$ cat config.mk
export PLATFORM = sky130hd
export DESIGN_NAME = hazard_ctrl_flat
export DESIGN_NICKNAME = d
export VERILOG_FILES = /design/src/rtl/hazard_ctrl_if.sv /design/src/rtl/hazard_ctrl.sv /design/src/flat_wrapper.sv
export SDC_FILE = /design/constraint.sdc
export NUM_CORES = 1
export LEC_CHECK = 0
export ABC_CLOCK_PERIOD_IN_PS = 2850
export CAP_MARGIN = 20
export CELL_PAD_IN_SITES_DETAIL_PLACEMENT = 1
export CELL_PAD_IN_SITES_GLOBAL_PLACEMENT = 2
export CORE_ASPECT_RATIO = 1.25
export CORE_MARGIN = 2
export CORE_UTILIZATION = 24
export DETAILED_ROUTE_END_ITERATION = 6
export PLACE_DENSITY_LB_ADDON = 0.1
export SLEW_MARGIN = 0
export SYNTH_ARGS = -nofsm -noshare
export SYNTH_HDL_FRONTEND = slang
export SYNTH_SLANG_ARGS = --single-unit
$ cat constraint.sdc
create_clock -name clk_i -period 2.85 [get_ports clk_i]
set_clock_uncertainty 0.15 [all_clocks]
set_input_delay 0.285 -clock clk_i [delete_from_list [all_inputs] [get_ports clk_i]]
set_output_delay 0.285 -clock clk_i [all_outputs]
set_load 0.05 [all_outputs]
$ cat src/rtl/hazard_ctrl_if.sv
// Hazard-controller signal bundle: pipe-stage hazard inputs and pipe-reg stall/bubble controls.
interface hazard_ctrl_if;
  logic [4:0] D_rs1_i;
  logic [4:0] D_rs2_i;
  logic       D_use_rs1_i;
  logic       D_use_rs2_i;
  logic [6:0] E_opcode_i;
  logic [4:0] E_rd_i;
  logic       E_branch_i;
  logic       E_cnd_i;
  logic       E_md_start_i;
  logic       M_req_i;
  logic       M_ready_i;
  logic       F_stall_o;
  logic       D_stall_o;
  logic       D_bubble_o;
  logic       E_stall_o;
  logic       E_bubble_o;
  logic       M_stall_o;
  logic       M_bubble_o;
  logic       W_bubble_o;
  logic       md_busy_o;
  logic       err_o;

  modport master (
    output D_rs1_i, D_rs2_i, D_use_rs1_i, D_use_rs2_i, E_opcode_i, E_rd_i,
           E_branch_i, E_cnd_i, E_md_start_i, M_req_i, M_ready_i,
    input  F_stall_o, D_stall_o, D_bubble_o, E_stall_o, E_bubble_o,
           M_stall_o, M_bubble_o, W_bubble_o, md_busy_o, err_o
  );

  modport slave (
    input  D_rs1_i, D_rs2_i, D_use_rs1_i, D_use_rs2_i, E_opcode_i, E_rd_i,
           E_branch_i, E_cnd_i, E_md_start_i, M_req_i, M_ready_i,
    output F_stall_o, D_stall_o, D_bubble_o, E_stall_o, E_bubble_o,
           M_stall_o, M_bubble_o, W_bubble_o, md_busy_o, err_o
  );
endinterface

$ cat src/rtl/hazard_ctrl.sv
// Pipeline hazard controller: load-use interlock, branch flush, mul/div wait and
// data-memory wait with sticky timeout error. Controls are Mealy on registered state.
module hazard_ctrl #(
  parameter int unsigned MD_LATENCY  = 8,
  parameter int unsigned MEM_TIMEOUT = 16
) (
  input  logic         clk_i,
  input  logic         rst_i,
  hazard_ctrl_if.slave hz
);
  localparam int unsigned MD_W  = $clog2(MD_LATENCY + 1);
  localparam int unsigned MEM_W = $clog2(MEM_TIMEOUT + 1);
  localparam logic [6:0]  OP_LOAD = 7'b0000011;

  typedef enum logic [1:0] {RUN = 2'd0, MDWAIT = 2'd1, MEMWAIT = 2'd2, HALT = 2'd3} state_e;

  state_e           state_q, state_d;
  logic [MD_W-1:0]  md_cnt_q, md_cnt_d;
  logic [MEM_W-1:0] mem_cnt_q, mem_cnt_d;
  logic             err_q, err_d;

  logic memw, flush, lduse;
  logic f_stall, d_stall, d_bubble, e_stall, e_bubble, m_stall, m_bubble, w_bubble;

  always_comb begin
    memw  = hz.M_req_i & ~hz.M_ready_i;
    flush = hz.E_branch_i & hz.E_cnd_i;
    lduse = (hz.E_opcode_i == OP_LOAD) && (hz.E_rd_i != 5'd0) &&
            ((hz.D_use_rs1_i && (hz.D_rs1_i == hz.E_rd_i)) ||
             (hz.D_use_rs2_i && (hz.D_rs2_i == hz.E_rd_i)));
  end

  // Next-state, counters and pipe controls
  always_comb begin
    state_d   = state_q;
    md_cnt_d  = md_cnt_q;
    mem_cnt_d = mem_cnt_q;
    err_d     = err_q;
    f_stall   = 1'b0;
    d_stall   = 1'b0;
    d_bubble  = 1'b0;
    e_stall   = 1'b0;
    e_bubble  = 1'b0;
    m_stall   = 1'b0;
    m_bubble  = 1'b0;
    w_bubble  = 1'b0;

    unique case (state_q)
      RUN, MEMWAIT: begin
        if (state_q == MEMWAIT && !hz.M_ready_i) begin
          {f_stall, d_stall, e_stall, m_stall, w_bubble} = 5'b11111;
          if (mem_cnt_q >= MEM_W'(MEM_TIMEOUT - 1)) begin
            state_d = HALT;
            err_d   = 1'b1;
          end else begin
            mem_cnt_d = mem_cnt_q + MEM_W'(1);
          end
        end else begin
          // A completing memory wait resolves exactly like RUN with no memw
          state_d   = RUN;
          mem_cnt_d = '0;
          if (memw) begin
            {f_stall, d_stall, e_stall, m_stall, w_bubble} = 5'b11111;
            state_d   = MEMWAIT;
            mem_cnt_d = MEM_W'(1);
          end else if (flush) begin
            d_bubble = 1'b1;
            e_bubble = 1'b1;
          end else if (hz.E_md_start_i) begin
            {f_stall, d_stall, e_stall, m_bubble} = 4'b1111;
            md_cnt_d = MD_W'(MD_LATENCY - 2);
            state_d  = MDWAIT;
          end else if (lduse) begin
            f_stall  = 1'b1;
            d_stall  = 1'b1;
            e_bubble = 1'b1;
          end
        end
      end
      MDWAIT: begin
        {f_stall, d_stall, e_stall} = 3'b111;
        if (memw) begin
          // Older op stuck in M: freeze the mul/div count until memory completes
          m_stall  = 1'b1;
          w_bubble = 1'b1;
        end else begin
          m_bubble = 1'b1;
          if (md_cnt_q == '0) state_d = RUN;
          else                md_cnt_d = md_cnt_q - MD_W'(1);
        end
      end
      HALT: begin
        {f_stall, d_stall, e_stall, m_stall, w_bubble} = 5'b11111;
      end
      default: state_d = RUN;
    endcase

    if (rst_i) begin
      {f_stall, d_stall, e_stall, m_stall}     = 4'b0000;
      {d_bubble, e_bubble, m_bubble, w_bubble} = 4'b1111;
    end
  end

  always_ff @(posedge clk_i) begin
    if (rst_i) begin
      state_q   <= RUN;
      md_cnt_q  <= '0;
      mem_cnt_q <= '0;
      err_q     <= 1'b0;
    end else begin
      state_q   <= state_d;
      md_cnt_q  <= md_cnt_d;
      mem_cnt_q <= mem_cnt_d;
      err_q     <= err_d;
    end
  end

  assign hz.F_stall_o  = f_stall;
  assign hz.D_stall_o  = d_stall;
  assign hz.D_bubble_o = d_bubble;
  assign hz.E_stall_o  = e_stall;
  assign hz.E_bubble_o = e_bubble;
  assign hz.M_stall_o  = m_stall;
  assign hz.M_bubble_o = m_bubble;
  assign hz.W_bubble_o = w_bubble;
  assign hz.md_busy_o  = (state_q == MDWAIT) && !rst_i;
  assign hz.err_o      = err_q;
endmodule
$ cat src/flat_wrapper.sv
// flat-port wrapper written by rule: the top's interface ports become plain ports
module hazard_ctrl_flat 
#(
  parameter int unsigned MD_LATENCY  = 8,
  parameter int unsigned MEM_TIMEOUT = 16
)
  (clk_i, rst_i, hz_D_rs1_i, hz_D_rs2_i, hz_D_use_rs1_i, hz_D_use_rs2_i, hz_E_opcode_i, hz_E_rd_i, hz_E_branch_i, hz_E_cnd_i, hz_E_md_start_i, hz_M_req_i, hz_M_ready_i, hz_F_stall_o, hz_D_stall_o, hz_D_bubble_o, hz_E_stall_o, hz_E_bubble_o, hz_M_stall_o, hz_M_bubble_o, hz_W_bubble_o, hz_md_busy_o, hz_err_o);
  hazard_ctrl_if hz_i ();
  input  logic clk_i;
  input  logic rst_i;
  input wire logic [$bits(hz_i.D_rs1_i)-1:0] hz_D_rs1_i;
  input wire logic [$bits(hz_i.D_rs2_i)-1:0] hz_D_rs2_i;
  input wire logic [$bits(hz_i.D_use_rs1_i)-1:0] hz_D_use_rs1_i;
  input wire logic [$bits(hz_i.D_use_rs2_i)-1:0] hz_D_use_rs2_i;
  input wire logic [$bits(hz_i.E_opcode_i)-1:0] hz_E_opcode_i;
  input wire logic [$bits(hz_i.E_rd_i)-1:0] hz_E_rd_i;
  input wire logic [$bits(hz_i.E_branch_i)-1:0] hz_E_branch_i;
  input wire logic [$bits(hz_i.E_cnd_i)-1:0] hz_E_cnd_i;
  input wire logic [$bits(hz_i.E_md_start_i)-1:0] hz_E_md_start_i;
  input wire logic [$bits(hz_i.M_req_i)-1:0] hz_M_req_i;
  input wire logic [$bits(hz_i.M_ready_i)-1:0] hz_M_ready_i;
  output wire logic [$bits(hz_i.F_stall_o)-1:0] hz_F_stall_o;
  output wire logic [$bits(hz_i.D_stall_o)-1:0] hz_D_stall_o;
  output wire logic [$bits(hz_i.D_bubble_o)-1:0] hz_D_bubble_o;
  output wire logic [$bits(hz_i.E_stall_o)-1:0] hz_E_stall_o;
  output wire logic [$bits(hz_i.E_bubble_o)-1:0] hz_E_bubble_o;
  output wire logic [$bits(hz_i.M_stall_o)-1:0] hz_M_stall_o;
  output wire logic [$bits(hz_i.M_bubble_o)-1:0] hz_M_bubble_o;
  output wire logic [$bits(hz_i.W_bubble_o)-1:0] hz_W_bubble_o;
  output wire logic [$bits(hz_i.md_busy_o)-1:0] hz_md_busy_o;
  output wire logic [$bits(hz_i.err_o)-1:0] hz_err_o;
  assign hz_i.D_rs1_i = hz_D_rs1_i;
  assign hz_i.D_rs2_i = hz_D_rs2_i;
  assign hz_i.D_use_rs1_i = hz_D_use_rs1_i;
  assign hz_i.D_use_rs2_i = hz_D_use_rs2_i;
  assign hz_i.E_opcode_i = hz_E_opcode_i;
  assign hz_i.E_rd_i = hz_E_rd_i;
  assign hz_i.E_branch_i = hz_E_branch_i;
  assign hz_i.E_cnd_i = hz_E_cnd_i;
  assign hz_i.E_md_start_i = hz_E_md_start_i;
  assign hz_i.M_req_i = hz_M_req_i;
  assign hz_i.M_ready_i = hz_M_ready_i;
  assign hz_F_stall_o = hz_i.F_stall_o;
  assign hz_D_stall_o = hz_i.D_stall_o;
  assign hz_D_bubble_o = hz_i.D_bubble_o;
  assign hz_E_stall_o = hz_i.E_stall_o;
  assign hz_E_bubble_o = hz_i.E_bubble_o;
  assign hz_M_stall_o = hz_i.M_stall_o;
  assign hz_M_bubble_o = hz_i.M_bubble_o;
  assign hz_W_bubble_o = hz_i.W_bubble_o;
  assign hz_md_busy_o = hz_i.md_busy_o;
  assign hz_err_o = hz_i.err_o;
  hazard_ctrl #(.MD_LATENCY(MD_LATENCY), .MEM_TIMEOUT(MEM_TIMEOUT)) u_core (.clk_i(clk_i), .rst_i(rst_i), .hz(hz_i));
endmodule
# Word level (Yosys, flattened, before mapping)
# Index checks and enable logic that the tools add are counted.
# totals
reg_bits,12
elab_cells,96
# classes
n_addsub,2
magnitude_cmp,1
n_eq_ne,15
muxes,52
n_bitwise,3
n_reduce_logical,19
# op_table
cell,count
two-way mux 1 bit,32
two-way mux 4 bit,6
"inequality test 2 bit, second input constant",7
two-way mux 2 bit,6
equality test 5 bit,2
two-way mux 5 bit,2
case mux 4 bit (2 select lines),1
"equality test 7 x 2 -> 1 bit, second input constant",1
AND reduction 7 bit,1
logical AND 1 bit,6
case mux 1 bit (2 select lines),3
"adder 5 x 1 -> 5 bit, second input constant",1
"greater-or-equal comparator 5 x 4 -> 1 bit, second input constant",1
nonzero test 5 bit,1
"equality test 2 bit, second input constant",2
zero test 4 bit,1
case mux 2 bit (2 select lines),1
AND reduction 4 bit,1
OR reduction 2 bit,2
"subtractor 4 x 1 -> 4 bit, second input constant",1
"inequality test 3 bit, second input constant",1
case mux 1 bit (3 select lines),1
AND reduction 3 bit,1
AND 1 bit,2
8 further kinds,9

# Depth between registers and ports, before layout
# Gate-level depths: netlist of run 1.
# depth
depth_word,11
mapped_depth,7
ltp_nobuf,7

# Worst setup path before layout of run 1
# Ideal clock, no wire load.
# synth_path
path_kind,input to output
startpoint,input hz_E_rd_i[4]
endpoint,output hz_F_stall_o
arrival_time_ps,1988
required_time_ps,2415
slack_ps,427
stages,5
path_cell_list,xor2_1 nor4_1 a32oi_1 o22ai_1 buf_4
# synth_via
elab_chain_cells,11
word_cells_on_any_way,15
classes_between,eq/ne: 2; mux: 7; reduce/logical: 6
# synth_lines
item,line,source
"start, declared",flat_wrapper.sv:16,input wire logic [$bits(hz_i.E_rd_i)-1:0] hz_E_rd_i;
"equality test 5 bit, on equally long branches","hazard_ctrl.sv:29, hazard_ctrl.sv:30",
"logical AND 1 bit, on equally long branches","hazard_ctrl.sv:29, hazard_ctrl.sv:30",
logical OR 1 bit,hazard_ctrl.sv:29,((hz.D_use_rs1_i && (hz.D_rs1_i == hz.E_rd_i)) ||
logical AND 1 bit *,hazard_ctrl.sv:28,lduse = (hz.E_opcode_i == OP_LOAD) && (hz.E_rd_i != 5'd0) &&
two-way mux 1 bit * (5 in a row),n/a,
case mux 1 bit (2 select lines) *,n/a,
two-way mux 1 bit *,n/a,
"end, declared",flat_wrapper.sv:22,output wire logic [$bits(hz_i.F_stall_o)-1:0] hz_F_stall_o;
# Every way passes the cells marked *; elsewhere a longest branch is shown, timed or not.

# Worst setup path in the final report of run 1
# layout_path
startpoint,input hz_E_rd_i[0]
endpoint,output hz_F_stall_o
# layout_via
elab_chain_cells,11
word_cells_on_any_way,15
classes_between,eq/ne: 2; mux: 7; reduce/logical: 6
# layout_lines
item,line,source
"equality test 5 bit, on equally long branches","hazard_ctrl.sv:29, hazard_ctrl.sv:30",
"logical AND 1 bit, on equally long branches","hazard_ctrl.sv:29, hazard_ctrl.sv:30",
logical OR 1 bit,hazard_ctrl.sv:29,
logical AND 1 bit *,hazard_ctrl.sv:28,
two-way mux 1 bit *,hazard_ctrl.sv:73,end else if (lduse) begin
two-way mux 1 bit *,hazard_ctrl.sv:69,end else if (hz.E_md_start_i) begin
two-way mux 1 bit *,hazard_ctrl.sv:66,end else if (flush) begin
two-way mux 1 bit *,hazard_ctrl.sv:62,if (memw) begin
two-way mux 1 bit *,hazard_ctrl.sv:50,if (state_q == MEMWAIT && !hz.M_ready_i) begin
case mux 1 bit (2 select lines) *,hazard_ctrl.sv:48,unique case (state_q)
two-way mux 1 bit *,hazard_ctrl.sv:98,if (rst_i) begin
# Marked as above.

==> qor.csv, run 1 <==
metric;value;unit
outcome;completed;
die_x;60.12;µm
final_nets;194;
drc;0;
synthArstFlopShare;0;%
finalCritPeriodShare;84.34;%
place_area;0.001418;mm²
gp_congestion;0.7104;
via_count;1032;
drv_slew;0;
drive_above_1_share;13.92;%
seq_area_frac_synth;25.43;%
htree_levels;1;
cts_buffers;3;
synth_common_cells;12 x dfxtp_1, 9 x nor2_1, 8 x a21oi_1, 8 x xor2_1, 6 x inv_1;
worstPathMaxFanout;3;
synth_area_per_cell;8.006;µm²
hold_viol_final;0;
drtIter0Drc;17;
synthToLayoutAreaGrowth;54.44;%
slew_headroom;67.03;%
avgViaCountPerCell;4.868;
core_area;0.003785;mm²
cp.arrival;1.97;ns
row_count;25;
synth_area;944.7;µm²
grt_usage;14.28;%
critPathBufInv;2;
clk_latency;0.24;ns
grt_pass1_vias;1171;
min_path_type;register to register;
cp_slowest_stage_delay;0.47;ns
drv_cap;0;
final_util;38.55;%
synth.most_common_cell;dfxtp_1;
cts-root-buf;clkbuf_8;
die-area;0.004457;mm²
hpwlAfterDp;2.465;mm
synth-edff-count;0;
synth_top_flop_cell;dfxtp_1;
dr.pass1.iters;4;
cts_tree;yes;
max_freq;416.1;MHz
synth.distinct_cells;50;
drtAntennaViolNets;0;
cts.sinks;12;
ctsResizeCount;0;
synth-seq-cells;12;
synth_top_area_share;25.43;%
grt_pass1_wl;4.754;mm
cts_hold_buf;0;
final_area;0.001459;mm²
crit_path_cell_trace;clkdlybuf4s50_1, xor2_1, nor4_1, a32oi_1, o22ai_1, buf_12;
crit_type;input pin to output port;
portBuffers;40;
place_ws;0.4315;ns
wl_per_cell;13.68;µm
synth_fp_nets;152;
ir_worst_vdd;0.1265;mV
die_y;74.15;µm
crit_slowest_cell;clkdlybuf4s50_1;
yosysWarningCount;0;
critPathLaunchType;input pin;
antenna_cells;0;
clock_path_buffers;2;
post_cts_buffers;0;
p_leak;0.5516;nW
synthCells;118;
grt_max_degree;14;
antenna_found_initial;0;
synth_area_leaders;dfxtp_1 25%, xor2_1 7.4%, a21oi_1 4.2%;
fin_tns_setup;0;ns
gr-total-overflow;0;
required;2.41;ns
fin_ws;0.4464;ns
ioPinCount;41;
synth_top_area_cell;dfxtp_1;
start_util;24.96;%
clk_pin_slew;0.05;ns
critPathTopFamily;buffers and inverters;
setup_violations;0;
worst_setup_path_end_kind;output port;
wirelength;2.901;mm
worstMarginPinSlew;0.4929;ns
powerDensity;381.5;mW/mm²
period_needed;2.404;ns
rsz0062_at_grt;false;
hold_slack;0.3232;ns
## cell type report
| cell class | count | area [µm²] |
|---|---|---|
| flip-flops and latches | 12 | 240.2 |
| multi-input cells | 94 | 650.6 |
| clock buffers | 3 | 41.29 |
| well taps | 54 | 67.56 |
| inverters | 7 | 26.28 |
| repair buffers | 42 | 432.9 |
| fillers | 453 | 2326 |
## worst min-delay path, stage by stage (launching register included)
cell	delay [ns]
dfxtp_1	0.33
a21oi_1	0.04
nor2_1	0.07
## routing by layer
layer	wire length, µm	GRT usage (%)	share of wire [%]	up-vias
met1	1080	13.24	37	478
met5	0	0	0	-
li1	-	-	-	516
met4	39	6.667	1.3	0
met2	1587	27.90	55	36
met3	194	3.826	6.7	2
## state kept, by name, indices dropped and copies added (netlist names)
name,cells
u_core.mem_cnt_q,5
u_core.md_cnt_q,4
u_core.state_q,2
u_core.hz.err_o,1
## power by group
part | internal (mW) | leakage, nW | total (mW) | switching (mW)
Clock | 0.0931 | 0.0216 | 0.155 | 0.0615
Combinational | 0.103 | 0.432 | 0.212 | 0.109
Sequential | 0.178 | 0.0979 | 0.190 | 0.0121
## per-stage QoR
stage	power [mW]	instances
2_1_floorplan	0.3107	118
3_3_place_gp	0.4025	209
3_5_place_dp	0.4083	209
4_1_cts	0.5648	212
5_1_grt	0.5910	212
6_report	0.5565	212
## path summary, 6_finish.rpt
path / slack, ns / from / endpoint / cells after the start
hold / removal: 0.32 / u_core.hz.err_o / u_core.hz.err_o / 2
hold reg to reg: 0.32 / u_core.hz.err_o / u_core.hz.err_o / 2
setup / recovery: 0.45 / hz_E_rd_i[0] / hz_F_stall_o / 6
setup reg to reg: 0.77 / u_core.mem_cnt_q[0] / u_core.mem_cnt_q[1] / 7
## cells by family after synthesis
family                   Yosys count  share of synthesized area (%)
flip-flops                        12                          25.43
AO/OA/AOI/OAI                     29                          20.14
multiplexers                       2                          2.119
XOR/XNOR                          10                          9.272
buffers and inverters             12                          5.694
AND/OR/NAND/NOR                   50                          33.38
adder cells (fa/ha/maj)            3                          3.974
## cells in the final DEF (no fill, tap or decap), types with 2 or more instances in the layout
master | netlist | layout
nand3_1 | 2 | 2
xor2_1 | 8 | 8
and3_1 | 3 | 3
dfxtp_1 | 12 | 12
nand2b_1 | 2 | 2
ha_1 | 3 | 3
nor3_2 | 2 | 2
mux2i_1 | 2 | 2
nor4b_1 | 2 | 2
buf_4 | 2 | 7
a311oi_1 | 2 | 2
xnor2_1 | 2 | 2
nand4b_1 | 2 | 2
a31oi_1 | 3 | 3
nor4_1 | 2 | 2
nor3_1 | 5 | 5
clkdlybuf4s50_1 | 0 | 32
or4_1 | 2 | 2
o21ai_0 | 4 | 4
nor2_1 | 9 | 9
a21oi_1 | 8 | 8
inv_1 | 6 | 6
clkbuf_8 | 0 | 3
buf_12 | 0 | 3
nor3b_1 | 2 | 2
nand2_1 | 5 | 5
Power figures use the tool's default switching activity.
==> run 2: changes to the inputs <==
--- a/config.mk
+++ b/config.mk
@@ -5,13 +5,13 @@
 export SDC_FILE = /design/constraint.sdc
 export NUM_CORES = 1
 export LEC_CHECK = 0
-export ABC_CLOCK_PERIOD_IN_PS = 2850
+export ABC_CLOCK_PERIOD_IN_PS = 2000
 export CAP_MARGIN = 20
 export CELL_PAD_IN_SITES_DETAIL_PLACEMENT = 1
 export CELL_PAD_IN_SITES_GLOBAL_PLACEMENT = 2
 export CORE_ASPECT_RATIO = 1.25
 export CORE_MARGIN = 2
-export CORE_UTILIZATION = 24
+export CORE_UTILIZATION = 20
 export DETAILED_ROUTE_END_ITERATION = 6
 export PLACE_DENSITY_LB_ADDON = 0.1
 export SLEW_MARGIN = 0
==> constraint.sdc (replaced) <==
create_clock -name clk_i -period 2 [get_ports clk_i]
set_clock_uncertainty 0.15 [all_clocks]
set_input_delay 0.2 -clock clk_i [delete_from_list [all_inputs] [get_ports clk_i]]
set_output_delay 0.2 -clock clk_i [all_outputs]
set_load 0.05 [all_outputs]
==> run 2 against run 1 <==
Via count increased by 7.6%. Critical path depth unchanged. Clock-buffer cell count unchanged. Flip-flop and latch count unchanged. Register-to-register slack got worse by 0.66 ns. Non-clock buffer count increased by 16. Hold slack got worse by 0.18 ns. Cell area increased by 18%. Power increased by 55%. Utilization about the same. Final cell count increased by 9.4%. Sequential power increased by 44%. Largest power group unchanged.
==> qor.csv, run 2 (same netlist as run 1, synthesis figures left out) <==
metric;value;unit;change
final_cell_mix;19 x clkdlybuf4s50_1, 17 x buf_4, 10 x dfxtp_1;;was 32 x clkdlybuf4s50_1, 12 x dfxtp_1, 9 x nor2_1
seqPwrFrac;31.6;%;was 34.1%
drv_cap;0;;unchanged
crit_start;hz_D_rs1_i[1];;was hz_E_rd_i[0]
layout_commonest_cell;clkdlybuf4s50_1;;unchanged
avgViaCountPerCell;4.784;;was 4.868
max_freq;507.6;MHz;
setup_violations;0;;unchanged
drc;0;;unchanged
drtIter0Drc;17;;unchanged
ioPinCount;41;;unchanged
antenna_cells;0;;unchanged
hold_slack;0.1383;ns;was 0.3232 ns
critPathLaunchType;input pin;;unchanged
wirelength;3.270;mm;was 2.901 mm
die_y;80.84;µm;was 74.15 µm
outcome;completed;;unchanged
min_path_type;input pin to register;;was register to register
p_comb_share;41.4;%;was 38.1%
critPathCapture;hz_F_stall_o;;unchanged
p_leak;0.7062;nW;was 0.5516 nW
final_nets;210;;was 194
cts-root-buf;clkbuf_8;;unchanged
worstMarginPinSlew;0.4973;ns;was 0.4929 ns
start_util;21.18;%;was 24.96%
gp_congestion;0.7379;;was 0.7104
reg2reg_slack;0.11;ns;was 0.77 ns
cts.sinks;12;;unchanged
cts_tree;yes;;unchanged
hold_viol_final;0;;unchanged
power;864.3;µW;was 556.5 µW
worstPathMaxFanout;2;;was 3
required;1.65;ns;was 2.41 ns
place_ws;-0.2130;ns;was 0.4315 ns
powerDensity;503.5;mW/mm²;was 381.5 mW/mm²
grt_max_degree;18;;was 14
row_count;27;;was 25
core_area;0.004459;mm²;was 0.003785 mm²
p_switching;290.8;µW;was 182.6 µW
gr-total-overflow;0;;unchanged
via_count;1110;;was 1032
htree_levels;1;;unchanged
clk_pin_slew;0.06;ns;was 0.05 ns
clk_latency;0.24;ns;about the same
die-area;0.005293;mm²;was 0.004457 mm²
worst_setup_path_end_kind;output port;;unchanged
period_needed;1.970;ns;
drv_slew;0;;unchanged
cp.arrival;1.62;ns;was 1.97 ns
cts_buffers;3;;unchanged
cts_hold_buf;0;;unchanged
antenna_found_initial;0;;unchanged
multi_input_comb_area;708.2;µm²;was 650.6 µm²
reg2reg_from;u_core.mem_cnt_q[0];;unchanged
num-fill-cells;551;;was 453
top_register;u_core.mem_cnt_q;;unchanged
die_x;65.47;µm;was 60.12 µm
crit_type;input pin to output port;;unchanged
grt_pass1_wl;5.437;mm;was 4.754 mm
clockPowerShare;27.1;%;was 27.8%
ff_latch_area;245.2;µm²;was 240.2 µm²
reg2regPathDepth;7;;unchanged
ir_worst_vdd;0.1807;mV;was 0.1265 mV
switching_share;33.65;%;was 32.81%
clock_path_buffers;2;;unchanged
rr_endpoint;u_core.mem_cnt_q[1];;unchanged
slew_headroom;66.75;%;was 67.03%
hpwlAfterDp;2.675;mm;was 2.465 mm
finalCritPeriodShare;98.50;%;
portBuffers;40;;unchanged
fin_tns_setup;0;ns;unchanged
drive_above_1_share;28.16;%;was 13.92%
largest_register_ff_count;5;;unchanged
top_regs;u_core.mem_cnt_q (5), u_core.md_cnt_q (4), u_core.state_q (2);;unchanged
synthToLayoutAreaGrowth;81.72;%;was 54.44%
grt_usage;13.51;%;was 14.28%
rsz0062_at_grt;true;;was false
wl_per_cell;14.09;µm;was 13.68 µm
dr.pass1.iters;4;;unchanged
fin_ws;0.02997;ns;was 0.4464 ns
drtAntennaViolNets;0;;unchanged
grt_pass1_vias;1214;;was 1171
internal_power;573.5;µW;was 373.9 µW
## run 2: what timing repair did
item,in CTS,in global routing
buffers inserted,0,0
endpoints found under the setup margin,3,7
pin swaps,4,4
resized for setup,18,8
hold endpoints to repair,0,0
cloned,0,0
## run 2: critical path, cell delays in order
cell and delay [ns]:
clkdlybuf4s50_1 0.42, xor2_1 0.16, nor4_2 0.28, a32oi_2 0.12, o22ai_2 0.25, buf_12 0.18
## run 2: final cells by class
type                       count  share of cell area, %
inverter                       7                  1.531
timing repair buffer          58                  36.30
tap                           58                  4.227
clock buffer                   3                  2.405
multi-input combinational     94                  41.25
sequential                    12                  14.29
## run 2: power by group through the flow
| stage | sequential [mW] | combinational [mW] | clock (mW) |
|---|---|---|---|
| 5_1_grt | 0.276 | 0.387 | 0.262 |
| 3_5_place_dp | 0.277 | 0.356 | 0 |
| 6_report | 0.273 | 0.357 | 0.234 |
| 4_1_cts | 0.273 | 0.359 | 0.244 |
| 2_1_floorplan | 0.268 | 0.177 | 0 |
| 3_3_place_gp | 0.276 | 0.349 | 0 |
## run 2: worst min-delay path by stage
stage	depth (start not counted)	slack [ns]	end	from
finish	2	0.14	u_core.mem_cnt_q[0]	hz_M_ready_i
global route	2	0.15	u_core.mem_cnt_q[0]	hz_M_ready_i
CTS	2	0.33	u_core.hz.err_o	u_core.hz.err_o
detailed placement	2	0.32	u_core.hz.err_o	u_core.hz.err_o
global placement	2	0.31	u_core.hz.err_o	u_core.hz.err_o
floorplan	1	0.15	u_core.state_q[1]	hz_M_ready_i
## run 2: through the flow
stage          std cells  util [%]  cell area (µm²)
2_1_floorplan        118         -            954.7
3_3_place_gp         229     36.45             1625
3_5_place_dp         229     36.45             1625
4_1_cts              232     37.93             1692
5_1_grt              232     38.50             1717
6_report             232     38.50             1717
## run 2: metal layers
layer | track usage [%] | vias to the layer above | share of wire [%]
li1 | - | 547 | -
met1 | 12.74 | 525 | 39
met2 | 25.41 | 32 | 53
met3 | 4.294 | 6 | 5.8
met4 | 7.708 | 0 | 2.3
met5 | 0 | - | 0
